## src/rtl/ser_word_collector.sv

```systemverilog
// ser_word_collector: assembles contiguous SerOutValid-qualified bits into
// WIDTH-bit words (MSB first) and buffers them in a DEPTH-entry fall-through
// FIFO. Reports dropped words (sticky overflow) and discarded partial words
// (one-cycle frag_err).
// Optional feature macro: SER_WORD_COLLECTOR_SSD_EN -- when defined, SSD shows
// the FIFO occupancy as a registered hex glyph; otherwise SSD is tied to zero.
// DEPTH must be a power of two and at least 2 (at most 8 with the display).
module ser_word_collector #(
    parameter int WIDTH = 8,
    parameter int DEPTH = 4
) (
    input  logic             clk,
    input  logic             rst,
    input  logic             SerOutValid,
    input  logic             SerOut,
    input  logic             rd_en,
    input  logic             clr_err,
    output logic [WIDTH-1:0] par_data,
    output logic             par_valid,
    output logic             fifo_full,
    output logic             overflow,
    output logic             frag_err,
    output logic [6:0]       SSD
);

    localparam int AW = $clog2(DEPTH);
    localparam int CW = AW + 1;
    localparam int BW = $clog2(WIDTH);

    typedef enum logic {IDLE, SHIFT} state_t;

    state_t           state_reg, state_next;
    logic [WIDTH-1:0] shreg_reg, shreg_next;
    logic [BW-1:0]    bit_cnt_reg, bit_cnt_next;
    logic [WIDTH-1:0] push_word;
    logic             push;
    logic             frag_next;

    logic [WIDTH-1:0] mem [DEPTH];
    logic [AW-1:0]    wr_ptr_reg, rd_ptr_reg;
    logic [CW-1:0]    count_reg, count_next;
    logic             full, pop, accept, drop;

    // Assembler next-state: shift on every valid bit, push on the WIDTH-th bit,
    // flag a fragment when the valid run ends with a partial word.
    always_comb begin
        state_next   = state_reg;
        shreg_next   = shreg_reg;
        bit_cnt_next = bit_cnt_reg;
        push         = 1'b0;
        frag_next    = 1'b0;
        push_word    = {shreg_reg[WIDTH-2:0], SerOut};
        case (state_reg)
            IDLE: begin
                if (SerOutValid) begin
                    shreg_next   = push_word;
                    bit_cnt_next = BW'(1);
                    state_next   = SHIFT;
                end
            end
            SHIFT: begin
                if (SerOutValid) begin
                    shreg_next = push_word;
                    if (bit_cnt_reg == BW'(WIDTH - 1)) begin
                        push         = 1'b1;
                        bit_cnt_next = '0;
                    end else begin
                        bit_cnt_next = bit_cnt_reg + BW'(1);
                    end
                end else begin
                    frag_next    = (bit_cnt_reg != '0);
                    bit_cnt_next = '0;
                    state_next   = IDLE;
                end
            end
            default: state_next = IDLE;
        endcase
    end

    // Assembler state register.
    always_ff @(posedge clk or negedge rst) begin
        if (!rst) begin
            state_reg   <= IDLE;
            shreg_reg   <= '0;
            bit_cnt_reg <= '0;
            frag_err    <= 1'b0;
        end else begin
            state_reg   <= state_next;
            shreg_reg   <= shreg_next;
            bit_cnt_reg <= bit_cnt_next;
            frag_err    <= frag_next;
        end
    end

    // FIFO control: a pop in the same cycle frees the slot, so a push into a
    // full FIFO is still accepted when the reader pops at the same time.
    always_comb begin
        full       = (count_reg == CW'(DEPTH));
        pop        = rd_en && (count_reg != '0);
        accept     = push && (!full || pop);
        drop       = push && full && !pop;
        count_next = count_reg;
        case ({accept, pop})
            2'b10:   count_next = count_reg + CW'(1);
            2'b01:   count_next = count_reg - CW'(1);
            default: count_next = count_reg;
        endcase
    end

    // FIFO storage write port; the read side is combinational fall-through.
    always_ff @(posedge clk) begin
        if (accept) begin
            mem[wr_ptr_reg] <= push_word;
        end
    end

    // Pointers, occupancy, registered status flags and the sticky overflow.
    always_ff @(posedge clk or negedge rst) begin
        if (!rst) begin
            wr_ptr_reg <= '0;
            rd_ptr_reg <= '0;
            count_reg  <= '0;
            par_valid  <= 1'b0;
            fifo_full  <= 1'b0;
            overflow   <= 1'b0;
        end else begin
            if (accept) wr_ptr_reg <= wr_ptr_reg + AW'(1);
            if (pop)    rd_ptr_reg <= rd_ptr_reg + AW'(1);
            count_reg <= count_next;
            par_valid <= (count_next != '0);
            fifo_full <= (count_next == CW'(DEPTH));
            if (drop) begin
                overflow <= 1'b1;
            end else if (clr_err) begin
                overflow <= 1'b0;
            end
        end
    end

    // Head word is shown only while the FIFO holds data.
    always_comb begin
        par_data = par_valid ? mem[rd_ptr_reg] : '0;
    end

`ifdef SER_WORD_COLLECTOR_SSD_EN
    logic [6:0] ssd_reg;

    function automatic logic [6:0] hex_glyph(input logic [3:0] n);
        case (n)
            4'h0:    hex_glyph = 7'b0111111;
            4'h1:    hex_glyph = 7'b0000110;
            4'h2:    hex_glyph = 7'b1011011;
            4'h3:    hex_glyph = 7'b1001111;
            4'h4:    hex_glyph = 7'b1100110;
            4'h5:    hex_glyph = 7'b1101101;
            4'h6:    hex_glyph = 7'b1111101;
            4'h7:    hex_glyph = 7'b0000111;
            4'h8:    hex_glyph = 7'b1111111;
            default: hex_glyph = 7'b0000000;
        endcase
    endfunction

    // Display register follows the occupancy one cycle behind.
    always_ff @(posedge clk or negedge rst) begin
        if (!rst) begin
            ssd_reg <= 7'b0111111;
        end else begin
            ssd_reg <= hex_glyph(4'(count_reg));
        end
    end

    assign SSD = ssd_reg;
`else
    assign SSD = 7'b0000000;
`endif

endmodule
```

## config.mk

```make
export PLATFORM = sky130hd
export DESIGN_NAME = ser_word_collector
export DESIGN_NICKNAME = d
export VERILOG_FILES = /design/src/rtl/ser_word_collector.sv
export SDC_FILE = /design/constraint.sdc
export NUM_CORES = 1
export LEC_CHECK = 0
export CORE_MARGIN = 2
export CORE_UTILIZATION = 56
export CTS_CLUSTER_SIZE = 16
export DETAILED_ROUTE_END_ITERATION = 6
export PLACE_DENSITY = 0.79
export SETUP_SLACK_MARGIN = 0.5
export SLEW_MARGIN = 20
export SYNTH_ARGS = -nofsm -noshare
export SYNTH_HDL_FRONTEND = slang
export SYNTH_SLANG_ARGS = --single-unit
```

## constraint.sdc

```tcl
create_clock -name clk -period 2.9 [get_ports clk]
set_input_delay 0.87 -clock clk [delete_from_list [all_inputs] [get_ports clk]]
set_output_delay 0.87 -clock clk [all_outputs]
set_load 0.03 [all_outputs]
```

# Word-level counts from Yosys, hierarchy flattened
# Memory sizes are Yosys's and may differ from the RTL's.
# Index checks and enable logic that the tools add are counted.
[word_totals]
n_memories = 1
ramBits = 32
input_bits = 6
reg_bits = 22
wordCells = 51
out_inout_bits = 19
[mem_list]
columns = ["memory", "words", "word_bits", "rd", "rd_clocked_by_memory_dff", "write_ports", "line_no", "source"]
rows = [
  ["mem", 4, 8, 1, 0, 1, "39", "logic [WIDTH-1:0] mem [DEPTH];"],
]
[op_classes]
bitwise_logic = 1
n_mux = 17
addsub = 5
n_reduce_logical = 11
eq_ne = 6
[ops]
columns = ["op", "count"]
rows = [
  ["$pmux 3 s2", 2],
  ["$mux 1", 10],
  ["$eq 3x3->1 const B", 3],
  ["$mux 3", 3],
  ["$reduce_bool 3->1", 3],
  ["$mux 8", 1],
  ["$mux 7", 1],
  ["$add 3x1->3 const B", 2],
  ["$add 2x1->2 const B", 2],
  ["$logic_and 1x1->1", 4],
  ["$sub 3x1->3 const B", 1],
  ["$eq 2x1->1 const B", 1],
  ["$eq 2x2->1 const B", 1],
  ["$logic_not 1->1", 2],
  ["$ne 2x2->1 const B", 1],
  ["$reduce_bool 2->1", 1],
  ["$logic_or 1x1->1", 1],
  ["$not 1->1", 1],
]

# Logic depth before layout (Yosys ltp)
[depth]
depth_word = 8
ltp_mapped = 9
mapped_depth_nobuf = 9

# Least setup slack after synthesis
# Ideal clock, no wire load.
[synth_path]
path_type = "input to register"
startpoint = "input port SerOutValid"
endpoint = "register count_reg[2]"
t_required_ps = 2774
setup_slack_ps = 568
setup_ps = 126
path_stages = 7
path_buffers = 0
arrival_ps = 2206
path_cell_list = "and3_1 -> nor2_1 -> fa_1 -> nor2b_1 -> nand2_1 -> and3_1 -> a311o_1"
[synth_via]
elab_chain_cells = 5
word_cells_on_any_way = 6
cone_classes = "2 x eq/ne; 3 x mux; 1 x reduce/logical"
[synth_rtl]
columns = ["element", "line_no", "source"]
rows = [
  ["from (decl)", "14", "input logic SerOutValid,"],
  ["$mux 1 (*)", "62", "if (SerOutValid) begin"],
  ["$mux 1 (*)", "53", "case (state_reg)"],
  ["$logic_and 1x1->1 (*)", "100", "accept = push && (!full || pop);"],
  ["$eq 2x1->1 / $eq 2x2->1 (equally long branches)", "103", "case ({accept, pop})"],
  ["$pmux 3 s2 (*)", "103", ""],
  ["via count_next[2]", "41", "logic [CW-1:0] count_reg, count_next;"],
  ["to (signal assigned)", "129", "count_reg <= count_next;"],
  ["to (decl)", "41", ""],
]
# Mark *: on every way through the listed nets, which the timed path passes. The rest lies on a longest branch.
# A chain may end at the register's enable or synchronous reset.

# Final worst setup path
[layout_path]
startpoint = "register rd_ptr_reg[0]"
endpoint = "output port par_data[6]"
[layout_via]
elab_chain_cells = 2
[layout_rtl]
columns = ["element", "line_no", "source"]
rows = [
  ["from (decl)", "40", "logic [AW-1:0] wr_ptr_reg, rd_ptr_reg;"],
  ["from (signal assigned)", "128", "if (pop) rd_ptr_reg <= rd_ptr_reg + AW'(1);"],
  ["$mem_v2 4x8", "--", ""],
  ["$mux 8", "142", "par_data = par_valid ? mem[rd_ptr_reg] : '0;"],
  ["to (decl)", "18", "output logic [WIDTH-1:0] par_data,"],
]
# No other way between the ends.

==> impl_metrics.json <==
{
  "hold_violations": 0,
  "fp.dieW_um": 69.4,
  "p_per_area_nw_per_um2": 874,
  "htreeDepth": 2,
  "setup_viol": 0,
  "floorplan.initialDensity_pct": 59.0,
  "finalNetCount": 200,
  "drc": 0,
  "preCtsSetupSlack_ns": 0.0156,
  "yosys_register_bits": 54,
  "max_freq_ghz": 0.393,
  "synthFlopType": "edfxtp_1",
  "stdcell_count": 237,
  "synth_edf_count": 32,
  "grt_max_degree": 23,
  "cp-start-kind": "flop",
  "io-pin-count": 25,
  "synth-async-reset-ratio_pct": 40.7,
  "power.leakage_nw": 1.13,
  "dp_hpwl_um": 2660,
  "row_count": 23,
  "antenna_found_initial": 0,
  "cpPeakStageDelay_ns": 0.50,
  "multi_input_area_um2": 836,
  "io_buffers": 17,
  "numCtsBuffers": 5,
  "largest_reg_flops": 32,
  "gp_congestion": 0.795,
  "rsz0062_at_grt": "true",
  "crit_chain": "buf_6, mux4_2, and2_4, buf_6",
  "required_ns": 2.03,
  "syn_area_um2": 2390,
  "final_util_pct": 69.3,
  "power.total_w": 0.00246,
  "synth_cell_types": 40,
  "cp_max_fo": 5,
  "synth.avg_cell_area_um2": 15.5,
  "synth_warnings": 0,
  "nFillCells": 265,
  "cp_num_buf_inv": 2,
  "reg2reg_from": "bit_cnt_reg[1]",
  "peakVddDrop_v": 0.000448,
  "clkLatencyLatePin_ns": 0.31,
  "seqCellArea_um2": 1510,
  "endpoint_kind": "output port",
  "holdCritPathClass": "reg2reg",
  "status": "completed",
  "clk_pin_slew_worst_paths_ns": 0.09,
  "finalMaxSlewViolations": 0,
  "ys_seq_area_share_pct": 63.2,
  "die_y_um": 69.4,
  "fin_crit_ns": 2.54,
  "finClkSkew_ns": 0.00577,
  "dr.pass1.iters": 4,
  "cpMaxStageDelayCell": "mux4_2",
  "synth_cells": 154,
  "critPathKind": "reg2out",
  "path_common_cell": "buf_6",
  "worstHoldStart": "overflow",
  "tns_ns": 0,
  "grt_pass1_vias": 1323,
  "dp.cells": 226,
  "cts_sinks": 54,
  "syn_to_final_growth_pct": 17.6,
  "period_share_pct": 87.6,
  "timing.final.ws_setup_ns": 0.358,
  "wl_um": 3870,
  "netlist.area_leader.share_pct": 40.2,
  "drt_iter0_markers": 65,
  "ys_top_cells_by_area": "edfxtp_1 40%, dfrtp_1 23%, mux4_2 7.5%",
  "crit_arrival_ns": 1.67,
  "coreArea_um2": 4060,
  "cap_violations": 0,
  "synth_area_leader_cell": "edfxtp_1",
  "critPathTopFamily": "multiplexers",
  "drtAntennaViolNets": 0,
  "grt_usage_pct": 18.2,
  "clockBufferDepth": 2,
  "vias": 1308,
  "startpoint": "rd_ptr_reg[0]",
  "antennaDiodeCount": 0,
  "synthTopCellsByCount": "32 x edfxtp_1, 22 x dfrtp_1, 12 x and2_1, 8 x mux2_2, 8 x mux4_2",
  "drive_above_1_share_pct": 33.7,
  "yosysMostFrequentCell": "edfxtp_1",
  "die_area_um2": 4810,
  "grt_remaining_overflow": 0,
  "cts-root-buf": "clkbuf_8",
  "via_per_inst": 5.52,
  "post_drt_wl_per_cell_um": 16.3,
  "grt_pass1_wl_um": 6570,
  "cts_tree": "built"
}
-- cells by family (layout without fill, tap and decap cells) --
family                     Yosys count  in the layout  synth area share [%]
muxes                               16             16                  11.3
AOI/OAI and AO/OA                   14             14                  5.39
other                                1              7                 0.157
and+or+nand+nor                     39             39                  9.73
xor gates and xnor gates             4              4                  1.46
adders and majority gates            8              8                  4.50
DFF                                 54             54                  63.2
buffers and inverters               18             45                  4.29
-- final timing paths --
path	to	slack (ns)	cells after the start
max	par_data[6]	0.36	4
min reg2reg	overflow	0.51	2
max in group asynchronous	shreg_reg[0]	1.78	2
min in group asynchronous	count_reg[2]	0.89	2
min	overflow	0.51	2
max reg2reg	count_reg[2]	0.63	9
-- report_power, final --
group,switching [W],internal (W),leakage (nW)
Combinational,0.000441,0.000518,0.534
Clock,0.000234,0.000192,0.0472
Sequential,0.000149,0.000923,0.549
-- layer usage --
| metal | up-vias | share of wire, % | GRT usage [%] |
|---|---|---|---|
| li1 | 613 | - | - |
| met5 | - | 0 | 0 |
| met1 | 659 | 39 | 20.7 |
| met4 | 0 | 2.5 | 10.0 |
| met3 | 8 | 3.2 | 3.78 |
| met2 | 28 | 55 | 31.8 |
-- per-stage QoR --
step	hold WS, ns	cell area (um2)
after floorplan	0.465	2410
after global placement	0.479	2650
after detailed placement	0.491	2650
after CTS	0.519	2810
after global routing	0.539	2810
final	0.514	2810
-- worst register-to-register path, stage by stage, from the launching register on --
cell and delay (ns):
dfrtp_1 0.39, ha_1 0.16, ha_1 0.26, and3_4 0.22, nor2_2 0.05, fa_2 0.41
nor2b_2 0.15, nand2_1 0.08, and3_1 0.18, a311o_1 0.26
-- timing repair --
item / 4_1_cts / 5_1_grt
setup buffers: 2 / 0
pin swaps: 1 / 0
hold buffers: 0 / 0
cloned: 1 / 0
gates resized for setup: 74 / 1
setup endpoints to repair: 12 / 9
-- area by class of cell --
type	count	share of cell area, %
Clock inverter	2	0.445
Timing Repair Buffer	30	10.0
Multi-Input combinational cell	88	29.7
Tap cell	50	2.22
Inverter	7	0.934
Sequential cell	54	53.7
Clock buffer	6	2.94
-- placed cells by master (no fill, tap or decap), types with 4 or more instances in the layout --
cell type | netlist | layout
nand2_1 | 6 | 6
conb_1 | 1 | 7
ha_1 | 7 | 7
buf_6 | 1 | 10
and2_1 | 12 | 4
mux2_2 | 8 | 8
clkdlybuf4s50_1 | 0 | 6
and2_4 | 0 | 8
mux4_2 | 8 | 8
inv_1 | 7 | 7
dfrtp_1 | 22 | 22
edfxtp_1 | 32 | 32
buf_4 | 7 | 11
clkbuf_8 | 0 | 6
No activity file was read; power rests on OpenSTA's default activity.
